## config.mk

```make
export PLATFORM = sky130hd
export DESIGN_NAME = i2s_rx
export DESIGN_NICKNAME = d
export VERILOG_FILES = /design/src/rtl/i2s_rx_pkg.sv /design/src/rtl/i2s_rx_sync.sv /design/src/rtl/i2s_rx.sv
export SDC_FILE = /design/constraint.sdc
export NUM_CORES = 1
export LEC_CHECK = 0
export ABC_AREA = 1
export CAP_MARGIN = 40
export CORE_ASPECT_RATIO = 1.2
export CORE_UTILIZATION = 60
export CTS_CLUSTER_DIAMETER = 120
export DETAILED_ROUTE_END_ITERATION = 8
export PLACE_DENSITY = 0.85
export SLEW_MARGIN = 40
export SYNTH_ARGS = -nofsm -noshare
export SYNTH_HDL_FRONTEND = slang
export SYNTH_SLANG_ARGS = --single-unit
```

## constraint.sdc

```tcl
create_clock -name clk_sys -period 2.95 [get_ports clk_sys]
set_input_delay 0.7375 -clock clk_sys [delete_from_list [all_inputs] [get_ports clk_sys]]
set_output_delay 0.7375 -clock clk_sys [all_outputs]
set_load 0.1 [all_outputs]
```

## src/rtl/i2s_rx_pkg.sv

```systemverilog
// i2s_rx_pkg: shared audio constants, I2S channel-select convention and receiver state encoding.
package i2s_rx_pkg;

    localparam int DEF_AUDIO_DW = 16;
    localparam int DEF_TIMEOUT  = 1024;

    localparam logic LR_LEFT  = 1'b0;
    localparam logic LR_RIGHT = 1'b1;

    typedef enum logic [1:0] {
        HUNT   = 2'd0,
        SYNC   = 2'd1,
        LOCKED = 2'd2
    } rx_state_t;

endpackage

```

## src/rtl/i2s_rx_sync.sv

```systemverilog
// i2s_rx_sync: brings sclk/lrclk/sdata into clk_sys through 2-FF synchronisers and flags sclk rising edges.
// The rise strobe is registered, with lrclk_s/sdata_s delayed to stay aligned with it.
module i2s_rx_sync (
    input  logic clk_sys,
    input  logic reset_n,
    input  logic sclk,
    input  logic lrclk,
    input  logic sdata,
    output logic lrclk_s,
    output logic sdata_s,
    output logic rise
);

    logic [1:0] sclk_ff;
    logic [1:0] lrclk_ff;
    logic [1:0] sdata_ff;
    logic       sclk_h;

    always_ff @(posedge clk_sys or negedge reset_n) begin
        if (!reset_n) begin
            sclk_ff  <= '0;
            lrclk_ff <= '0;
            sdata_ff <= '0;
            sclk_h   <= 1'b0;
            rise     <= 1'b0;
            lrclk_s  <= 1'b0;
            sdata_s  <= 1'b0;
        end else begin
            sclk_ff  <= {sclk_ff[0], sclk};
            lrclk_ff <= {lrclk_ff[0], lrclk};
            sdata_ff <= {sdata_ff[0], sdata};
            sclk_h   <= sclk_ff[1];
            rise     <= sclk_ff[1] & ~sclk_h;
            lrclk_s  <= lrclk_ff[1];
            sdata_s  <= sdata_ff[1];
        end
    end

endmodule

```

## src/rtl/i2s_rx.sv

```systemverilog
// i2s_rx: standard-I2S receiver; frames sclk/lrclk/sdata into left/right PCM words
// with a one-cycle sample_valid per frame and a lock indicator with sclk-loss timeout.
module i2s_rx
    import i2s_rx_pkg::*;
#(
    parameter int AUDIO_DW = DEF_AUDIO_DW,
    parameter int TIMEOUT  = DEF_TIMEOUT
) (
    input  logic                clk_sys,
    input  logic                reset_n,
    input  logic                sclk,
    input  logic                lrclk,
    input  logic                sdata,
    output logic [AUDIO_DW-1:0] left_chan,
    output logic [AUDIO_DW-1:0] right_chan,
    output logic                sample_valid,
    output logic                locked
);

    localparam int TW = $clog2(TIMEOUT + 1);

    logic lrclk_s, sdata_s, rise;

    rx_state_t           state, state_nx;
    logic                lr_prev, lr_prev_nx;
    logic [7:0]          bcnt, bcnt_nx;
    logic [AUDIO_DW-1:0] sh, sh_nx, word, bit_pos;
    logic [AUDIO_DW-1:0] left_pend, left_pend_nx;
    logic [AUDIO_DW-1:0] left_nx, right_nx;
    logic                have_left, have_left_nx;
    logic                valid_nx;
    logic [TW-1:0]       tcnt, tcnt_nx;
    logic                change, left_done, right_done, timeout;

    i2s_rx_sync u_sync (
        .clk_sys (clk_sys),
        .reset_n (reset_n),
        .sclk    (sclk),
        .lrclk   (lrclk),
        .sdata   (sdata),
        .lrclk_s (lrclk_s),
        .sdata_s (sdata_s),
        .rise    (rise)
    );

    assign locked = (state == LOCKED);

    always_comb begin
        change     = rise && (lrclk_s != lr_prev);
        left_done  = change && (lr_prev == LR_LEFT);
        right_done = change && (lr_prev != LR_LEFT);
        timeout    = !rise && (tcnt >= TW'(TIMEOUT - 1));
        // bits land at their final left-justified position, so short words are zero-filled for free
        bit_pos    = AUDIO_DW'(1) << (AUDIO_DW - 1 - int'(bcnt));
        word       = (int'(bcnt) < AUDIO_DW && sdata_s) ? (sh | bit_pos) : sh;
        state_nx     = state;
        lr_prev_nx   = rise ? lrclk_s : lr_prev;
        bcnt_nx      = bcnt;
        sh_nx        = sh;
        left_pend_nx = left_pend;
        have_left_nx = have_left;
        left_nx      = left_chan;
        right_nx     = right_chan;
        valid_nx     = 1'b0;
        tcnt_nx      = rise ? '0 : (tcnt == TW'(TIMEOUT) ? tcnt : tcnt + TW'(1));
        if (rise) begin
            bcnt_nx = change ? 8'd0 : (bcnt == 8'hFF ? bcnt : bcnt + 8'd1);
            sh_nx   = change ? '0 : word;
        end
        case (state)
            HUNT: begin
                if (change) begin
                    state_nx     = SYNC;
                    have_left_nx = 1'b0;
                end
            end
            SYNC, LOCKED: begin
                if (left_done) begin
                    left_pend_nx = word;
                    have_left_nx = 1'b1;
                end
                if (right_done && have_left) begin
                    left_nx      = left_pend;
                    right_nx     = word;
                    valid_nx     = 1'b1;
                    state_nx     = LOCKED;
                    have_left_nx = 1'b0;
                end
            end
            default: state_nx = HUNT;
        endcase
        if (timeout) begin
            state_nx     = HUNT;
            bcnt_nx      = 8'd0;
            sh_nx        = '0;
            have_left_nx = 1'b0;
        end
    end

    always_ff @(posedge clk_sys or negedge reset_n) begin
        if (!reset_n) begin
            state        <= HUNT;
            lr_prev      <= 1'b0;
            bcnt         <= 8'd0;
            sh           <= '0;
            left_pend    <= '0;
            have_left    <= 1'b0;
            tcnt         <= '0;
            left_chan    <= '0;
            right_chan   <= '0;
            sample_valid <= 1'b0;
        end else begin
            state        <= state_nx;
            lr_prev      <= lr_prev_nx;
            bcnt         <= bcnt_nx;
            sh           <= sh_nx;
            left_pend    <= left_pend_nx;
            have_left    <= have_left_nx;
            tcnt         <= tcnt_nx;
            left_chan    <= left_nx;
            right_chan   <= right_nx;
            sample_valid <= valid_nx;
        end
    end

endmodule

```

Word level (Yosys, flattened, before mapping)
Index checks and enable logic that the tools add are counted.
{"block": "word_totals", "register_bits": 98, "in_bits": 5, "output_inout_bits": 34, "word_cells": 74}
{"block": "op_classes", "n_addsub": 3, "magnitude_cmp": 2, "n_eq_ne": 10, "shift": 1, "mux": 21, "bitwise": 4, "reduce_logical": 16}
{"op": "16-bit 2-to-1 mux", "n": 4}
{"op": "8-bit 2-to-1 mux", "n": 4}
{"op": "1-bit by 32-bit << shifter with 16-bit output (first input constant)", "n": 1}
{"op": "11-bit 2-to-1 mux", "n": 2}
{"op": "16-bit OR", "n": 1}
{"op": "11-bit by 1-bit adder with 11-bit output (second input constant)", "n": 1}
{"op": "11-bit == test (second input constant)", "n": 1}
{"op": "11-bit by 10-bit >= comparator with 1-bit output (second input constant)", "n": 1}
{"op": "3-bit inequality test (second input constant)", "n": 3}
{"op": "4-bit by 8-bit subtractor with 9-bit output (first input constant)", "n": 1}
{"op": "8-bit by 1-bit adder with 8-bit output (second input constant)", "n": 1}
{"op": "8-bit == test (second input constant)", "n": 1}
{"op": "8-bit by 5-bit less-than comparator with 1-bit output (second input constant)", "n": 1}
{"op": "2-bit AND reduction", "n": 4}
{"op": "1-bit logical AND", "n": 6}
{"op": "1-bit 2-to-1 mux", "n": 6}
{"op": "2-bit 2-to-1 mux", "n": 3}
{"op": "4-bit inequality test (second input constant)", "n": 1}
{"op": "2-bit case mux with 2 select lines", "n": 1}
{"op": "3-bit AND reduction", "n": 1}
{"op": "3-bit nonzero test", "n": 1}
{"op": "2-bit by 1-bit == test with 1-bit output (second input constant)", "n": 1}
{"op": "2-bit == test (second input constant)", "n": 1}
{"op": "2-bit zero test", "n": 1}
{"op": "other kinds (8)", "n": 9}

Longest topological paths before layout
Gate-level depths: netlist (run 1).
{"block": "logic_depth", "depth_word": 7, "ltp_mapped": 11, "depth_no_buf": 11}

Hierarchy
From an unflattened synthesis (run 1), not the netlist that was laid out.
{"block": "unflattened", "hier_cells": 481, "hier_area_um2": 4332.9}
{"mod": "i2s_rx", "instances": 1, "cells_per_inst": 469, "area_per_inst_um2": 4072.7, "seq_area_each_um2": 2202.1}
{"mod": "i2s_rx_sync", "instances": 1, "cells_per_inst": 12, "area_per_inst_um2": 260.2, "seq_area_each_um2": 250.2}

Worst setup path before layout (run 1)
OpenSTA, ideal clock, no wires.
{"block": "synth_timing", "kind": "register to output", "from": "register state[0]", "to": "output locked", "t_arrival_ps": 1205, "required_ps": 2213, "setup_slack_ps": 1007, "path_stages_with_launch": 3, "path_buffers": 0, "cell_sequence": "dfrtp_1 inv_1 ha_1"}
{"block": "synth_via", "elab_chain_cells": 1}
{"item": "from (decl)", "line_no": "i2s_rx.sv:24", "rtl": "rx_state_t state, state_nx;"}
{"item": "from (signal assigned)", "line_no": "i2s_rx.sv:113", "rtl": "state <= state_nx;"}
{"item": "2-bit == test", "line_no": "i2s_rx.sv:46", "rtl": "assign locked = (state == LOCKED);"}
{"item": "to (decl)", "line_no": "i2s_rx.sv:17", "rtl": "output logic locked"}
No other way between the ends.

Worst setup path after layout (run 1)
Same ends and word-level chain as after synthesis.

==> impl_metrics.env, run 1 <==
export IMPL_core_area_um2=7190
export IMPL_ir_drop_uv=371
export IMPL_io_buffers=38
export IMPL_drt_iter0_drc=243
export IMPL_gp_congestion=0.872
export IMPL_synth_xor_area_share_pct=0.592
export IMPL_grt_antenna_before_repair=0
export IMPL_cp_arrival_ps=1260
export IMPL_numCtsBuffers=9
export IMPL_fp_dieW_um=80.5
export IMPL_cts_sinks=98
export IMPL_ys_warn_count=0
export IMPL_post_drt_wl_per_cell_um=13.7
export IMPL_intPower_w=0.00196
export IMPL_grt_start_max_net_pins=45
export IMPL_cp_max_fo=2
export IMPL_final_cell_count_no_fill=623
export IMPL_fmax_ghz=0.500
export IMPL_async_reset_ff_share_pct=100
export IMPL_swShare_pct=34.0
export IMPL_synth_cells=489
export IMPL_skew_ps=12.5
export IMPL_min_period_ps=2000
export IMPL_cts_max_level=3
export IMPL_drv_slew=0
export IMPL_post_cts_buffers=0
export IMPL_synth_edff_count=0
export IMPL_hold_worst_slack_ps=341
export IMPL_wirelength_mm=8.53
export IMPL_cp_end_kind="output pin"
export IMPL_nets=541
export IMPL_fin_crit_sh_pct=67.8
export IMPL_synth_area_mux_share_pct=0
export IMPL_cts_buffer_depth=2
export IMPL_grt_pass1_vias=3257
export IMPL_vias_per_cell=5.43
export IMPL_synth_compound_area_share_pct=10.1
export IMPL_track_usage_pct=24.8
export IMPL_fillers=555
export IMPL_cts_resized=0
export IMPL_synth_distinct_cells=36
export IMPL_seq_area_frac_synth_pct=55.2
export IMPL_p_clk_share_pct=27.2
export IMPL_ios=39
export IMPL_drcViolationCount=0
export IMPL_finalSetupViolCount=0
export IMPL_fp_dieArea_um2=7750
export IMPL_place_hpwl_mm=6.03
export IMPL_finalHoldViolCount=0
export IMPL_ant_nets=0
export IMPL_grt_overflow=0
export IMPL_finalInstanceArea_um2=4980
export IMPL_synth_seq_cells=98
export IMPL_synth_top_area_share_pct=55.2
export IMPL_p_per_area_nw_per_um2=598
export IMPL_synth_fa_ha_area_share_pct=2.25
export IMPL_syn_area_um2=4440
export IMPL_place_area_um2=4790
export IMPL_cap_violations=0
export IMPL_power_frac_seq_pct=51.9
export IMPL_hold_buffers=0
export IMPL_outcome="finished clean"
export IMPL_path_clk_slew_ps=100
export IMPL_rsz0062_at_grt="false"
export IMPL_cts_tree="yes"
export IMPL_combPwrFrac_pct=20.9
export IMPL_synth_area_leaders="dfrtp_1 55%, nand2_1 14%, inv_1 3.6%"
export IMPL_p_total_w=0.00297
export IMPL_rows=34
export IMPL_hold_path_class="primary input to asynchronous set/reset pin"
export IMPL_slew_headroom_pct=56.9
export IMPL_insertion_delay_ps=370
export IMPL_crit_type="flop to output pin"
export IMPL_grt_pass1_wl_mm=14.4
export IMPL_yosys_area_top_type="dfrtp_1"
export IMPL_worst_setup_path_start_kind="flop"
export IMPL_dr_total_vias=3382
export IMPL_synthSimpleGateAreaFrac_pct=25.3
export IMPL_tns_ps=0
export IMPL_root_buffer="clkbuf_8"
export IMPL_synthFlopType="dfrtp_1"
export IMPL_diodes=0
export IMPL_area_delta_synth_final_pct=12.1
export IMPL_drive_above_1_share_pct=20.3
export IMPL_synth_nets=502
export IMPL_worst_slew_pin_slew_ps=645
export IMPL_synth_top_family_by_area="simple AND/OR/NAND/NOR gates"
export IMPL_p_leak_nw=2.56
export IMPL_required_ps=2210
export IMPL_initial_utilization_pct=61.7
export IMPL_p_sw_w=0.00101
export IMPL_avgSynthCellArea_um2=9.08
export IMPL_first_pass_iters=5
export IMPL_dp_cells=607
export IMPL_die_h_um=96.2
[worst max-delay path, stage by stage (launching register included)]
cell and delay, ps:
dfrtp_1 390, inv_1 80, ha_1 140, buf_4 280
[layout by cell type, fill, tap and decap left out, drive strengths merged, types with 9 or more instances in the layout]
cell	n
nand4	17
nand3	17
nor2	31
nand2	171
buf	40
clkbuf	9
o21ai	49
a21oi	12
dfrtp	98
inv	52
[power by group through the flow]
stage / Sequential, W / Combinational (W) / Clock, W
after global placement: 0.00157 / 0.000600 / 0
after detailed placement: 0.00157 / 0.000624 / 0
after CTS: 0.00154 / 0.000626 / 0.000822
final: 0.00154 / 0.000623 / 0.000807
after global routing: 0.00156 / 0.000696 / 0.000877
after floorplan: 0.00167 / 0.000373 / 0
[cell usage after synthesis, types with 4 or more instances]
| cell | instances |
|---|---|
| inv_1 | 43 |
| nand2_1 | 162 |
| a21oi_1 | 12 |
| nand2_2 | 9 |
| o21ai_1 | 16 |
| buf_4 | 4 |
| nand4_1 | 15 |
| nor2_4 | 4 |
| inv_2 | 5 |
| nand3_1 | 13 |
| ha_1 | 8 |
| o21bai_2 | 6 |
| buf_2 | 6 |
| dfrtp_1 | 98 |
| nor2_1 | 20 |
| o21ai_0 | 23 |
| nor2_2 | 7 |
| o21ai_2 | 9 |
[routing by layer]
layer | wire length (um) | global-route usage (%) | vias to the layer above
li1 | - | - | 1644
met1 | 3650 | 31.7 | 1609
met2 | 4260 | 41.0 | 109
met3 | 400 | 4.55 | 20
met4 | 221 | 11.5 | 0
met5 | 0 | 0 | -
[sequential cells by signal, indices dropped and copies added (netlist names)]
name / count
u_sync.sclk_ff: 2
u_sync.rise: 1
bcnt: 8
u_sync.lrclk_ff: 2
right_chan: 16
sh: 16
sample_valid: 1
lr_prev: 1
state: 2
u_sync.lrclk_s: 1
u_sync.sdata_s: 1
u_sync.sdata_ff: 2
left_chan: 16
have_left: 1
left_pend: 16
u_sync.sclk_h: 1
tcnt: 11
[final timing paths]
check                                        start            endpoint  slack (ps)  depth (start not counted)
worst min register to register  u_sync.sdata_ff[0]  u_sync.sdata_ff[1]         360                          0
max in group asynchronous                  reset_n       u_sync.sclk_h        1960                          2
worst max register to register             bcnt[4]       left_pend[11]         960                         11
worst min-delay path                       reset_n       left_pend[14]         340                          1
min in group clk_sys            u_sync.sdata_ff[0]  u_sync.sdata_ff[1]         360                          0
worst max-delay path                      state[0]              locked         950                          3
[final cells by class]
cell class | count | area [um^2] | share of cell area (%)
sequential | 98 | 2450 | 49.3
clock inverter | 7 | 58.8 | 1.18
inverter | 50 | 188 | 3.77
clock buffer | 9 | 124 | 2.49
multi-input combinational | 326 | 1700 | 34.1
tap | 90 | 113 | 2.26
timing repair buffer | 43 | 343 | 6.89
[cells by family after synthesis]
logic type / after synthesis
AOI/OAI and AO/OA: 71
xor gates and xnor gates: 3
adders and majority gates: 8
buffers and inverters: 65
DFF: 98
and+or+nand+nor: 244
[through the flow]
step / util (%) / setup slack, ps
global route: 69.2 / 811
detailed placement: 66.7 / 1000
floorplan: - / 1010
finish: 69.2 / 950
CTS: 69.2 / 926
global placement: 66.7 / 1050
No activity file was read; power rests on OpenSTA's default activity.
==> run 2, diff against run 1 <==
- CORE_UTILIZATION: 60 -> 57
- PLACE_DENSITY: 0.85 -> 0.82
- clock period: 2.95 -> 2.1 ns (I/O delays scaled with it)
==> impl_metrics.env, run 2 (same netlist as run 1, synthesis figures left out) <==
export IMPL_numCtsBuffers=9
export IMPL_cts_tree="yes"
export IMPL_skew_ps=17.5
export IMPL_wirelength_mm=8.55
export IMPL_cp_arrival_ps=2220
export IMPL_finalHoldViolCount=0
export IMPL_setup_slack_ps=189
export IMPL_worst_slew_pin_slew_ps=441
export IMPL_drcViolationCount=0
export IMPL_fp_dieArea_um2=8150
export IMPL_drt_iter0_drc=220
export IMPL_grt_antenna_before_repair=0
export IMPL_dp_slack_ps=201
export IMPL_ant_nets=0
export IMPL_dr_total_vias=3332
export IMPL_multiInputGateArea_um2=1700
export IMPL_grt_pass1_wl_mm=15.1
export IMPL_rows=34
export IMPL_ios=39
export IMPL_finalInstanceArea_um2=5040
export IMPL_cts_buffer_depth=2
export IMPL_final_cell_mix="162 x nand2_1, 97 x dfrtp_1, 43 x inv_1"
export IMPL_min_period_ps=1910
export IMPL_area_delta_synth_final_pct=13.5
export IMPL_hold_path_class="primary input to asynchronous set/reset pin"
export IMPL_required_ps=2410
export IMPL_insertion_delay_ps=370
export IMPL_tns_ps=0
export IMPL_cap_violations=0
export IMPL_fin_crit_sh_pct=91.0
export IMPL_grt_overflow=0
export IMPL_cp_end_kind="flop"
export IMPL_post_drt_wl_per_cell_um=13.6
export IMPL_vias_per_cell=5.31
export IMPL_final_common_cell="nand2_1"
export IMPL_place_area_um2=4860
export IMPL_p_per_area_nw_per_um2=835
export IMPL_p_leak_nw=2.59
export IMPL_regArea_um2=2450
export IMPL_worst_setup_path_start_kind="flop"
export IMPL_cts_sinks=98
export IMPL_crit_type="flop to flop"
export IMPL_die_h_um=98.7
export IMPL_cp_max_fo=5
export IMPL_slew_headroom_pct=70.6
export IMPL_fp_dieW_um=82.6
export IMPL_cts_max_level=3
export IMPL_diodes=0
export IMPL_grt_start_max_net_pins=39
export IMPL_fmax_ghz=0.523
export IMPL_ir_drop_uv=550
export IMPL_track_usage_pct=24.4
export IMPL_place_hpwl_mm=6.06
export IMPL_first_pass_iters=4
export IMPL_root_buffer="clkbuf_8"
export IMPL_io_buffers=38
export IMPL_grt_pass1_vias=3290
export IMPL_core_area_um2=7400
export IMPL_rsz0062_at_grt="false"
export IMPL_drive_above_1_share_pct=21.2
export IMPL_initial_utilization_pct=60.0
export IMPL_gp_congestion=0.881
export IMPL_path_clk_slew_ps=110
export IMPL_outcome="finished clean"
export IMPL_fillers=598
export IMPL_finalSetupViolCount=0
export IMPL_nets=546
export IMPL_hold_buffers=0
export IMPL_drv_slew=0
## run 2: cell types whose count changed in the layout (fill, tap and decap cells not counted)
cell,change
dfrtp_1,-1
buf_4,+3
dfrtp_2,+1
buf_12,+2
## run 2: repair_timing
action / CTS / global route
resized for setup: 0 / 1
setup buffers: 0 / 0
endpoints found under the setup margin: 0 / 2
## run 2: per-stage QoR
stage          hold WS [ps]  utilization [%]  total power (W)  cells
3_3_place_gp            332             65.6          0.00307    612
4_1_cts                91.0             68.1          0.00424    628
2_1_floorplan           229                -          0.00288    489
6_report               90.5             68.1          0.00421    628
3_5_place_dp            341             65.6          0.00310    612
5_1_grt                 104             68.1          0.00445    628
## run 2: area by class of cell
type	instances	area share (%)
sequential	98	48.7
multi-input combinational	326	33.7
timing repair buffer	48	8.04
inverter	50	3.72
clock buffer	9	2.46
tap	90	2.23
clock inverter	7	1.17
## run 2: power by group
group	leakage, nW	switching (W)	internal (W)
Combinational	1.17	0.000630	0.000279
Sequential	1.33	0.000112	0.00205
Clock	0.0925	0.000689	0.000452
Total	2.59	0.00143	0.00278
## run 2: routing by layer
layer | global-route usage (%) | vias up | part of all wire [%]
met3 | 4.63 | 19 | 4.5
met1 | 31.8 | 1584 | 44
met4 | 11.4 | 0 | 2.3
met5 | 0 | - | 0
li1 | - | 1649 | -
met2 | 39.0 | 80 | 49
## run 2: worst paths after layout
| path | slack [ps] | endpoint | cells after the start | startpoint |
|---|---|---|---|---|
| worst max-delay path | 190 | left_pend[11] | 11 | bcnt[5] |
| worst min-delay path | 90 | left_pend[14] | 1 | reset_n |
| worst max register to register | 190 | left_pend[11] | 11 | bcnt[5] |
| worst min register to register | 360 | u_sync.lrclk_s | 0 | u_sync.lrclk_ff[1] |
| max in group asynchronous | 1460 | left_pend[2] | 2 | reset_n |
| min in group clk_sys | 360 | u_sync.lrclk_s | 0 | u_sync.lrclk_ff[1] |
## run 2: critical path, stage by stage (launching register included)
cell,delay (ps)
dfrtp_1,440
inv_1,110
ha_1,280
inv_1,60
nand3_1,140
nor2_4,160
nand2_2,90
nor2_4,140
nand2_2,90
o21ai_1,190
nand2_1,100
o21ai_2,60
